`src/rtl/qpsk_modulator.sv`:
```
// QPSK carrier modulator: buffers {I,Q} dibits in a small FIFO and emits
// 8 signed carrier samples per symbol (out = I*cos + Q*sin, bit 1 -> +1,
// bit 0 -> -1). Back-to-back symbols stream with no gap in out_valid.
// Optional build macro QPSK_DIFF_ENC_EN enables per-channel differential
// encoding of each dibit as it is popped from the FIFO.
module qpsk_modulator #(
    parameter int FIFO_DEPTH = 4,
    parameter int FIFO_AW    = 2,
    parameter int CNT_W      = 16
) (
    input  logic                    clk1,
    input  logic                    rst,
    input  logic                    i_bit,
    input  logic                    q_bit,
    input  logic                    in_valid,
    output logic                    in_ready,
    output logic signed [8:0]       out_sample,
    output logic                    out_valid,
    output logic                    sym_start,
    output logic [CNT_W-1:0]        sym_count,
    output logic [FIFO_AW:0]        fifo_level
);

    typedef enum logic {IDLE, RUN} state_t;

    state_t               state, state_nxt;
    logic [1:0]           fifo_mem [FIFO_DEPTH];
    logic [FIFO_AW-1:0]   wr_ptr, rd_ptr;
    logic                 full, empty, push, pop;
    logic [2:0]           phase;
    logic [1:0]           sym_reg;
    logic [1:0]           pop_data, tx_dibit;
    logic signed [8:0]    cos_val, sin_val, sample_nxt;
    logic                 valid_nxt, start_nxt;

    function automatic logic signed [8:0] cos_lut(input logic [2:0] p);
        case (p)
            3'd0:    return 9'sd127;
            3'd1:    return 9'sd90;
            3'd2:    return 9'sd0;
            3'd3:    return -9'sd90;
            3'd4:    return -9'sd127;
            3'd5:    return -9'sd90;
            3'd6:    return 9'sd0;
            default: return 9'sd90;
        endcase
    endfunction

    function automatic logic signed [8:0] sin_lut(input logic [2:0] p);
        case (p)
            3'd0:    return 9'sd0;
            3'd1:    return 9'sd90;
            3'd2:    return 9'sd127;
            3'd3:    return 9'sd90;
            3'd4:    return 9'sd0;
            3'd5:    return -9'sd90;
            3'd6:    return -9'sd127;
            default: return -9'sd90;
        endcase
    endfunction

    assign full     = (fifo_level == (FIFO_AW+1)'(FIFO_DEPTH));
    assign empty    = (fifo_level == '0);
    assign in_ready = !full;
    // A pop in the same cycle does not free a slot for a push when full.
    assign push     = in_valid && !full;
    assign pop_data = fifo_mem[rd_ptr];

`ifdef QPSK_DIFF_ENC_EN
    logic [1:0] prev_tx;

    assign tx_dibit = pop_data ^ prev_tx;

    // Remember the last transmitted dibit for differential encoding.
    always_ff @(posedge clk1) begin
        if (rst)
            prev_tx <= 2'b00;
        else if (pop)
            prev_tx <= tx_dibit;
    end
`else
    assign tx_dibit = pop_data;
`endif

    // FSM state register.
    always_ff @(posedge clk1) begin
        if (rst)
            state <= IDLE;
        else
            state <= state_nxt;
    end

    // Next-state and pop decision; the last phase pops the next dibit so
    // consecutive symbols run without a bubble.
    always_comb begin
        state_nxt = state;
        pop       = 1'b0;
        if (state == IDLE) begin
            if (!empty) begin
                pop       = 1'b1;
                state_nxt = RUN;
            end
        end else if (phase == 3'd7) begin
            if (!empty)
                pop = 1'b1;
            else
                state_nxt = IDLE;
        end
    end

    // Output decode: carrier sample for the current phase while running.
    always_comb begin
        cos_val    = cos_lut(phase);
        sin_val    = sin_lut(phase);
        valid_nxt  = 1'b0;
        start_nxt  = 1'b0;
        sample_nxt = 9'sd0;
        if (state == RUN) begin
            valid_nxt  = 1'b1;
            start_nxt  = (phase == 3'd0);
            sample_nxt = (sym_reg[1] ? cos_val : -cos_val)
                       + (sym_reg[0] ? sin_val : -sin_val);
        end
    end

    // FIFO storage; contents need no reset because pointers gate access.
    always_ff @(posedge clk1) begin
        if (push)
            fifo_mem[wr_ptr] <= {i_bit, q_bit};
    end

    // FIFO pointers and occupancy.
    always_ff @(posedge clk1) begin
        if (rst) begin
            wr_ptr     <= '0;
            rd_ptr     <= '0;
            fifo_level <= '0;
        end else begin
            if (push)
                wr_ptr <= wr_ptr + 1'b1;
            if (pop)
                rd_ptr <= rd_ptr + 1'b1;
            fifo_level <= fifo_level + {{FIFO_AW{1'b0}}, push}
                                     - {{FIFO_AW{1'b0}}, pop};
        end
    end

    // Symbol register and phase counter.
    always_ff @(posedge clk1) begin
        if (rst) begin
            sym_reg <= 2'b00;
            phase   <= 3'd0;
        end else if (pop) begin
            sym_reg <= tx_dibit;
            phase   <= 3'd0;
        end else if (state == RUN) begin
            phase <= phase + 3'd1;
        end
    end

    // Registered outputs and symbol counter.
    always_ff @(posedge clk1) begin
        if (rst) begin
            out_sample <= 9'sd0;
            out_valid  <= 1'b0;
            sym_start  <= 1'b0;
            sym_count  <= '0;
        end else begin
            out_sample <= sample_nxt;
            out_valid  <= valid_nxt;
            sym_start  <= start_nxt;
            if (start_nxt)
                sym_count <= sym_count + 1'b1;
        end
    end

endmodule

```
`config.mk`:
```
export PLATFORM = sky130hd
export DESIGN_NAME = qpsk_modulator
export DESIGN_NICKNAME = d
export VERILOG_FILES = /design/src/rtl/qpsk_modulator.sv
export SDC_FILE = /design/constraint.sdc
export NUM_CORES = 1
export LEC_CHECK = 0
export CORE_AREA = 2 2 102 94
export CTS_CLUSTER_SIZE = 28
export DETAILED_ROUTE_END_ITERATION = 10
export DIE_AREA = 0 0 104 96
export DONT_BUFFER_PORTS = 1
export PLACE_DENSITY = 0.45
export SYNTH_ARGS = -nofsm -noshare
export SYNTH_HDL_FRONTEND = slang
export SYNTH_SLANG_ARGS = --single-unit
export TNS_END_PERCENT = 50
```
`constraint.sdc`:
```
create_clock -name clk1 -period 4.4 [get_ports clk1]
set_input_delay 0.88 -clock clk1 [delete_from_list [all_inputs] [get_ports clk1]]
set_output_delay 0.88 -clock clk1 [all_outputs]
set_load 0.1 [all_outputs]
```
==> results by group, run 1 <==
Layout
  – Largest register by flop count: sym_count
  – Top Registers: sym_count: 16 flops, out_sample: 9 flops, fifo_mem: 8 flops
  – # diodes: 0
  – # nets final: 321
  – Layout area overhead: 11.0%
  – Max FFs per register: 16
  – Most common cell after layout, fill and taps aside: dfxtp_1
  – Most frequent cells in the layout: dfxtp_1, nor2_1, nand2_1, ha_1
  – Share of cells above drive strength 1: 8.50%

Drt
  – DRC Markers: 0
  – Router iterations before antenna repair: 4
  – Via/cell ratio: 4.58
  – Post-Route WL: 5.03 mm
  – WL per Instance: 12.1 um
  – Post-route ant nets: 0
  – Via count: 1,905
  – 1st-iter DRT viols: 53

Setup path
  – Required time of the worst setup path: 4600 ps
  – Crit path to: out_sample[8]
  – CP arrival: 3520 ps
  – R2r setup slk: 1080 ps
  – CP Launch Point: phase[0]
  – Crit Path Max Fanout: 18
  – Reg2Reg Depth: 11
  – CP endpoint kind: flop
  – Reg2reg start: phase[0]
  – Worst setup path category: reg -> reg
  – Crit Reg-Reg Endpoint: out_sample[8]
  – Startpoint types: flop

STA
  – Final setup vio count: 0
  – FMAX: 0.301 GHz
  – Final TNS setup: 0 ps
  – Slew Limit Headroom: 25.3%
  – Fin. Hold Viols: 0
  – Final worst path period need: 3320 ps
  – Worst-margin pin slew: 1120 ps
  – Final cycle utilization of the critical path: 75.6%
  – Final Max Slew Viols: 0
  – Unrepaired setup endpoints after global routing: no
  – Clock skew: 9.29 ps

Pwr
  – Leakage power: 1.18 nW
  – Pwr Total: 0.00207 W
  – Pwr dens: 710 nW/um2
  – VDD IR max: 0.329 mV

Clock tree
  – Root Driver: clkbuf_8
  – Clk slew on worst S/H paths: 90 ps
  – CTS tree: done
  – TritonCTS Buffers: 5
  – Clock sink count: 48
  – Worst-skew pair later-pin latency: 300 ps
  – Post-CTS Setup Repair Bufs: 0
  – Hold_buf cts: 0
  – H-tree levels: 2
  – Resize count post-CTS: 0
  – Max clock buf depth: 2

Floorplanning
  – IO Pins: 36
  – Rows: 33
  – Width of the die: 104 um
  – Die area: 9980 um2
  – Total core area: 8920 um2
  – Die height: 96 um
  – Starting Density: 29.5%

Synthesis
  – Syn nets: 314
  – Number of synthesized flops with an enable pin: 8
  – Register area share after synthesis: 39.5%
  – Seq cells post-synth: 48
  – Post-Syn Instances: 286
  – Top FF cell, synth: dfxtp_1
  – Synth async-reset ratio: 0%
  – Number of library cell types mapped by synthesis: 48
  – Post-Syn Area: 2630 um2
  – Yosys warns: 0
  – Mean Syn Cell Area: 9.20 um2

Job
  – Max cap viols: 0

Placement
  – Post-DP HPWL: 3.67 mm
  – Gp weighted congestion: 0.800
  – # port buffers: 0

Min path
  – Tightest Hold Check Type: reg -> reg
  – Hold_sp: wr_ptr[1]

Global routing
  – GR Overflow Total: 0
  – Vias in the first global route: 1,893
  – Total track usage: 10.8%
  – Largest net degree at the start of global routing: 31
  – Initial antenna violation count: 0
  – First-pass GRT wire length: 8.81 mm

Run status
  – Status: completed
==> cells by family (layout without fill, tap and decap cells) <==
| family | Yosys count | in the layout | share of synthesized area [%] |
|---|---|---|---|
| xor+xnor | 27 | 27 | 8.98 |
| mux | 8 | 8 | 4.04 |
| buf+inv | 28 | 36 | 4.75 |
| fa+ha+maj | 23 | 23 | 11.5 |
| compound gates | 47 | 47 | 11.1 |
| flops | 48 | 48 | 39.5 |
| simple gates | 105 | 105 | 20.1 |
==> Yosys cell counts, types with 7 or more instances <==
cell      number  area, um2
inv_1         15       56.3
edfxtp_1       8        240
ha_1          21        263
dfxtp_1       40        801
o21ai_0       11       55.1
nand2_1       21       78.8
xor2_1        14        123
nor2_1        35        131
a21oi_1       15       75.1
xnor2_1       13        114
nor3_1         7       35.0
==> area by class of cell <==
class,instances,area [um2]
fill,973,6000
inverter,16,60.1
sequential,48,1040
tap,122,153
timing repair buffer,12,90.1
clock buffer,5,68.8
clock inverter,3,42.5
multi-input combinational,210,1470
==> power breakdown <==
| part | internal, W | leakage [nW] | switching [W] |
|---|---|---|---|
| combinational | 0.000373 | 0.722 | 0.000562 |
| sequential | 0.000528 | 0.399 | 0.000290 |
| clock | 0.000169 | 0.0558 | 0.000152 |
==> worst min-delay path by stage <==
| stage | endpoint | slack [ps] | cells after the start |
|---|---|---|---|
| after global placement | wr_ptr[1] | 490 | 2 |
| after global routing | wr_ptr[1] | 560 | 2 |
| final | wr_ptr[1] | 500 | 2 |
| after floorplan | wr_ptr[1] | 470 | 2 |
| after CTS | wr_ptr[1] | 510 | 2 |
| after detailed placement | wr_ptr[1] | 490 | 2 |
==> stage by stage <==
stage / hold slack (ps) / cell area [um2] / setup WS [ps] / instances / util, %
6_report: 505 / 2920 / 1080 / 416 / 32.8
5_1_grt: 555 / 2920 / 695 / 416 / 32.8
4_1_cts: 506 / 2920 / 1060 / 416 / 32.8
3_5_place_dp: 492 / 2810 / 1080 / 408 / 31.5
3_3_place_gp: 492 / 2810 / 1190 / 408 / 31.5
2_1_floorplan: 469 / 2630 / 667 / 286 / -
==> critical path: stages (launching register included) <==
cell	delay, ps
dfxtp_1	460
inv_1	130
ha_1	440
or3_1	450
o21ai_0	90
a22oi_1	130
fa_1	480
a21o_1	170
a21o_1	210
a311oi_1	350
nor2_1	60
mux2_2	260
==> layer usage <==
| layer | wire, um | up-vias | global-route usage (%) |
|---|---|---|---|
| met5 | 0 | - | 0 |
| met1 | 2490 | 883 | 13.5 |
| met2 | 2300 | 25 | 18.3 |
| met4 | 53 | 0 | 3.72 |
| met3 | 188 | 5 | 2.71 |
| li1 | - | 992 | - |
(Power assumes the default switching activity.)
==> run 2, diff against run 1 <==
- clock period: 4.4 -> 3.25 ns (I/O delays scaled with it)
==> results by group, run 2 (synthesis results as in run 1) <==
Run status
  – Status: completed

Floorplanning
  – Starting Density: 29.5% (unchanged)
  – Width of the die: 104 um (unchanged)
  – Die height: 96 um (unchanged)
  – Total core area: 8920 um2 (unchanged)
  – Rows: 33 (unchanged)
  – Die area: 9980 um2 (unchanged)
  – IO Pins: 36 (unchanged)

Setup path
  – R2r setup slk: 290 ps (-790 ps)
  – Crit Reg-Reg Endpoint: out_sample[8]
  – Reg2Reg Depth: 12 (+1)
  – CP arrival: 3160 ps (-360 ps)
  – CP bufs+invs: 2 (+1)
  – Slowest CP cell: ha_1
  – CP endpoint kind: flop
  – Reg2reg start: phase[0]
  – CP top delay family: compound AO/OA/AOI/OAI gates
  – Startpoint types: flop
  – Crit Path Max Fanout: 13 (-5)
  – Critical path cell sequence: inv_1 > ha_1 > buf_4 > o21a_1 > a211oi_1 > a31oi_1 > ha_1 > o21a_1 > nor2b_1 > a311oi_2 > nor2_1 > mux2_2
  – Worst setup path category: reg -> reg
  – Required time of the worst setup path: 3450 ps (-1150 ps)
  – Crit-path max cell delay: 410 ps (-70 ps)

Pwr
  – Leakage power: 1.21 nW (+3.1%)
  – VDD IR max: 0.399 mV (+21%)
  – Pwr dens: 930 nW/um2 (+31%)

STA
  – Final TNS setup: 0 ps (unchanged)
  – Final WS setup: 288 ps (-788 ps)
  – Fin. Hold Viols: 0 (unchanged)
  – Clock skew: 5.05 ps (-4.24 ps)
  – Worst-margin pin slew: 1050 ps (-70.0 ps)
  – Final setup vio count: 0 (unchanged)
  – Slew Limit Headroom: 29.9% (+4.7 points)
  – Final cycle utilization of the critical path: 91.1% (+16 points)
  – Final worst path period need: 2960 ps (-362 ps)
  – Final Max Slew Viols: 0 (unchanged)
  – FMAX: 0.338 GHz (+12%)
  – Unrepaired setup endpoints after global routing: no

Clock tree
  – CTS tree: done
  – Post-CTS Setup Repair Bufs: 0 (unchanged)
  – Clock sink count: 48 (unchanged)
  – Resize count post-CTS: 0 (unchanged)
  – H-tree levels: 2 (unchanged)
  – Clk slew on worst S/H paths: 90 ps (about the same)
  – Max clock buf depth: 2 (unchanged)
  – Hold_buf cts: 0 (unchanged)
  – Worst-skew pair later-pin latency: 300 ps (about the same)
  – Root Driver: clkbuf_8
  – TritonCTS Buffers: 5 (unchanged)

Global routing
  – Largest net degree at the start of global routing: 31 (unchanged)
  – First-pass GRT wire length: 9.32 mm (+5.7%)
  – Total track usage: 11.4% (+0.67 points)
  – Initial antenna violation count: 0 (unchanged)
  – GR Overflow Total: 0 (unchanged)
  – Vias in the first global route: 1,937 (+2.3%)

Layout
  – Layout area overhead: 13.4%
  – Most frequent cells in the layout: dfxtp_1, nor2_1, ha_1, buf_4, nand2_1
  – Final cell count without fillers: 425 (+2.2%)
  – Top Registers: sym_count: 16 flops, out_sample: 9 flops, fifo_mem: 8 flops
  – # diodes: 0 (unchanged)
  – # nets final: 330 (+2.8%)
  – Largest register by flop count: sym_count
  – Most common cell after layout, fill and taps aside: dfxtp_1
  – Max FFs per register: 16 (unchanged)
  – Fill cells: 956 (-1.7%)
  – Share of cells above drive strength 1: 13.5% (+5.0 points)

Job
  – Max cap viols: 0 (unchanged)

Placement
  – Setup WS pre-CTS: 173 ps (-906 ps)
  – Cells after DPL: 417 (+2.2%)
  – Gp weighted congestion: 0.771 (-3.6%)
  – Post-DP HPWL: 3.79 mm (+3.3%)
  – # port buffers: 0 (unchanged)

Drt
  – Router iterations before antenna repair: 4 (unchanged)
  – Post-Route WL: 5.18 mm (+2.9%)
  – Post-route ant nets: 0 (unchanged)
  – 1st-iter DRT viols: 84 (+58%)
  – Via count: 1,908 (+0.16%)
  – Via/cell ratio: 4.49 (-2.0%)
  – DRC Markers: 0 (unchanged)
  – WL per Instance: 12.2 um (+0.70%)

Min path
  – Hold endpoint: fifo_level[1]
  – Hold_sp: rst
  – Hold path depth: 1 (-1)
  – Tightest Hold Check Type: in -> reg
[run 2: per-stage QoR]
step / util, % / hold WS, ps / total power (W) / instance area, um2
floorplan: - / 469 / 0.00218 / 2640
global placement: 32.3 / 494 / 0.00242 / 2880
detailed placement: 32.3 / 500 / 0.00242 / 2880
CTS: 33.3 / 379 / 0.00279 / 2970
global route: 33.5 / 379 / 0.00301 / 2980
finish: 33.5 / 397 / 0.00278 / 2980
[run 2: how the worst max path moves through the flow]
stage / from / end / slack [ps] / cells after the start
detailed placement: phase[0] / out_sample[8] / 170 / 11
finish: phase[0] / out_sample[8] / 290 / 12
floorplan: fifo_level[0] / fifo_level[2] / 60 / 12
global route: phase[0] / out_sample[8] / 70 / 11
global placement: phase[1] / out_sample[8] / 160 / 11
CTS: phase[0] / out_sample[8] / 160 / 11
[run 2: power by group]
part	switching, W	total, W	leakage [nW]	internal (W)
Sequential	0.000424	0.00114	0.401	0.000719
Clock	0.000203	0.000354	0.0412	0.000151
Combinational	0.000750	0.00128	0.772	0.000529
[run 2: routing by layer]
layer	wire length [um]	track usage (%)	vias up
li1	-	-	1011
met1	2650	15.1	872
met2	2280	18.5	19
met3	176	2.91	6
met4	63	3.72	0
met5	0	0	-
[run 2: area by class of cell]
| type | instances | area [um2] | share of cell area (%) |
|---|---|---|---|
| timing repair buffer | 21 | 158 | 5.28 |
| tap | 122 | 153 | 5.12 |
| multi-input combinational | 210 | 1480 | 49.7 |
| sequential | 48 | 1050 | 35.1 |
| inverter | 16 | 60.1 | 2.01 |
| clock inverter | 2 | 12.5 | 0.419 |
| clock buffer | 6 | 72.6 | 2.43 |
==> run 3, diff against run 2 <==
- CORE_AREA: 2 2 102 94 -> 2 2 84 78
- DIE_AREA: 0 0 104 96 -> 0 0 86 80
- PLACE_DENSITY: 0.45 -> 0.61
- TNS_END_PERCENT: 50 -> 100
==> results by group, run 3 (synthesis results as in run 1) <==
Setup path
  – Reg2Reg Depth: 11 (-1)
  – Slowest CP cell: fa_1
  – CP arrival: 3280 ps (+120 ps)
  – Stages on the worst setup path: 11 (-1)
  – Crit-path max cell delay: 450 ps (+40 ps)
  – Reg2reg start: phase[1]
  – Worst setup path category: reg -> reg
  – Crit Reg-Reg Endpoint: out_sample[8]
  – Required time of the worst setup path: 3440 ps (about the same)
  – CP bufs+invs: 1 (-1)
  – Startpoint types: flop
  – CP endpoint kind: flop
  – CP top delay family: compound AO/OA/AOI/OAI gates
  – Crit Path Max Fanout: 6 (-7)
  – Critical path cell sequence: inv_1 > ha_1 > nor3_1 > o22ai_1 > xnor2_1 > fa_1 > a21o_1 > a21o_1 > a311oi_2 > nor2_1 > mux2_2
  – R2r setup slk: 150 ps (-130 ps)
  – Crit path top cell by count: a21o_1

Min path
  – Tightest Hold Check Type: in -> reg
  – Hold endpoint: fifo_level[2]
  – Hold path depth: 1 (unchanged)
  – Hold_sp: rst

Run status
  – Status: completed

STA
  – Final worst path period need: 3100 ps (+133 ps)
  – Fin. Hold Viols: 0 (unchanged)
  – Final Max Slew Viols: 0 (unchanged)
  – Final TNS setup: 0 ps (unchanged)
  – FMAX: 0.323 GHz (-4.3%)
  – Final cycle utilization of the critical path: 95.2% (+4.1 points)
  – Worst-margin pin slew: 1050 ps (+0.474 ps)
  – Clock skew: 6.95 ps (+1.90 ps)
  – Final setup vio count: 0 (unchanged)
  – Slew Limit Headroom: 29.9% (-0.032 points)
  – Final WS setup: 155 ps (-133 ps)

Clock tree
  – Worst-skew pair later-pin latency: 300 ps (about the same)
  – TritonCTS Buffers: 5 (unchanged)
  – Clock sink count: 48 (unchanged)
  – Root Driver: clkbuf_8
  – CTS tree: done
  – Max clock buf depth: 2 (unchanged)
  – H-tree levels: 2 (unchanged)
  – Clk slew on worst S/H paths: 90 ps (about the same)
  – Hold_buf cts: 0 (unchanged)

Layout
  – Share of cells above drive strength 1: 13.3% (-0.24 points)
  – Largest register by flop count: sym_count
  – Max FFs per register: 16 (unchanged)
  – Layout area overhead: 12.4%
  – # nets final: 328 (-0.61%)
  – # diodes: 0 (unchanged)
  – Most frequent cells in the layout: dfxtp_1, nor2_1, nand2_1, ha_1, buf_4
  – Top Registers: sym_count: 16 flops, out_sample: 9 flops, fifo_mem: 8 flops
  – Fill cells: 570 (-40%)
  – Most common cell after layout, fill and taps aside: dfxtp_1

Job
  – Max cap viols: 0 (unchanged)

Placement
  – # port buffers: 0 (unchanged)
  – Gp weighted congestion: 0.785 (+1.9%)
  – Post-DP HPWL: 3.39 mm (-11%)
  – Setup WS pre-CTS: 142 ps (-31.5 ps)

Floorplanning
  – Width of the die: 86 um (-17%)
  – Die area: 6880 um2 (-31%)
  – IO Pins: 36 (unchanged)
  – Die height: 80 um (-17%)
  – Total core area: 5980 um2 (-33%)
  – Rows: 27 (-18%)
  – Starting Density: 44.0% (+15 points)

Drt
  – DRC Markers: 0 (unchanged)
  – Post-route ant nets: 0 (unchanged)
  – Router iterations before antenna repair: 4 (unchanged)
  – 1st-iter DRT viols: 113 (+35%)
  – WL per Instance: 12.5 um (+2.2%)
  – Via count: 1,933 (+1.3%)
  – Via/cell ratio: 5.18 (+15%)
  – Post-Route WL: 4.65 mm (-10%)

Global routing
  – First-pass GRT wire length: 8.29 mm (-11%)
  – Met3 usage: 3.52% (+0.60 points)
  – GR Util met1: 19.6% (+4.5 points)
  – GR peak layer: met2
  – Initial antenna violation count: 0 (unchanged)
  – Met2 global-route usage: 24.6% (+6.0 points)
  – Vias in the first global route: 1,854 (-4.3%)
  – Total track usage: 14.9% (+3.5 points)
  – GR Overflow Total: 0 (unchanged)
  – Largest net degree at the start of global routing: 31 (unchanged)

Pwr
  – VDD IR max: 0.533 mV (+34%)
  – Leakage power: 1.22 nW (+0.78%)
  – Pwr dens: 985 nW/um2 (+5.9%)
## run 3: cell types whose count changed in the layout (fill, tap and decap cells not counted), moves of 2 or more
cell | before | now
buf_4 | 21 | 19
bufinv_16 | 0 | 2
ha_1 | 21 | 19
ha_2 | 0 | 2
## run 3: stage by stage
step	cell area, um2	cells	util [%]	hold WS (ps)	power [W]
after floorplan	2640	286	-	469	0.00218
after global placement	2810	365	46.9	462	0.00238
after detailed placement	2810	365	46.9	482	0.00239
after CTS	2940	373	49.1	397	0.00291
after global routing	2960	373	49.5	396	0.00314
final	2960	373	49.5	403	0.00291
## run 3: routing by layer
metal | vias up | part of all wire (%)
met1 | 894 | 50
met4 | 0 | 0.93
met3 | 4 | 3.5
met5 | - | 0
li1 | 1012 | -
met2 | 23 | 45
## run 3: final cells by class
cell class                      count  area (um2)  share of cell area (%)
Tap cell                           72        90.1                    3.05
Clock buffer                        6        72.6                    2.45
Inverter                           16        60.1                    2.03
Multi-Input combinational cell    210        1490                    50.3
Timing Repair Buffer               19         143                    4.82
Clock inverter                      2        60.1                    2.03
Sequential cell                    48        1040                    35.3
## run 3: worst max-delay path by stage
stage,from,endpoint
after floorplan,fifo_level[0],fifo_level[2]
after global placement,phase[0],out_sample[8]
after detailed placement,phase[0],out_sample[8]
after CTS,phase[0],out_sample[8]
after global routing,phase[1],out_sample[8]
final,phase[1],out_sample[8]
## run 3: timing repair
action,4_1_cts,5_1_grt
setup buffers,0,0
endpoints found under the setup margin,0,1
gates resized for setup,0,6
## run 3: report_power, final
group / internal, W / leakage (nW) / switching, W
Clock: 0.000308 / 0.0654 / 0.000196
Sequential: 0.000719 / 0.400 / 0.000427
Combinational: 0.000530 / 0.757 / 0.000735
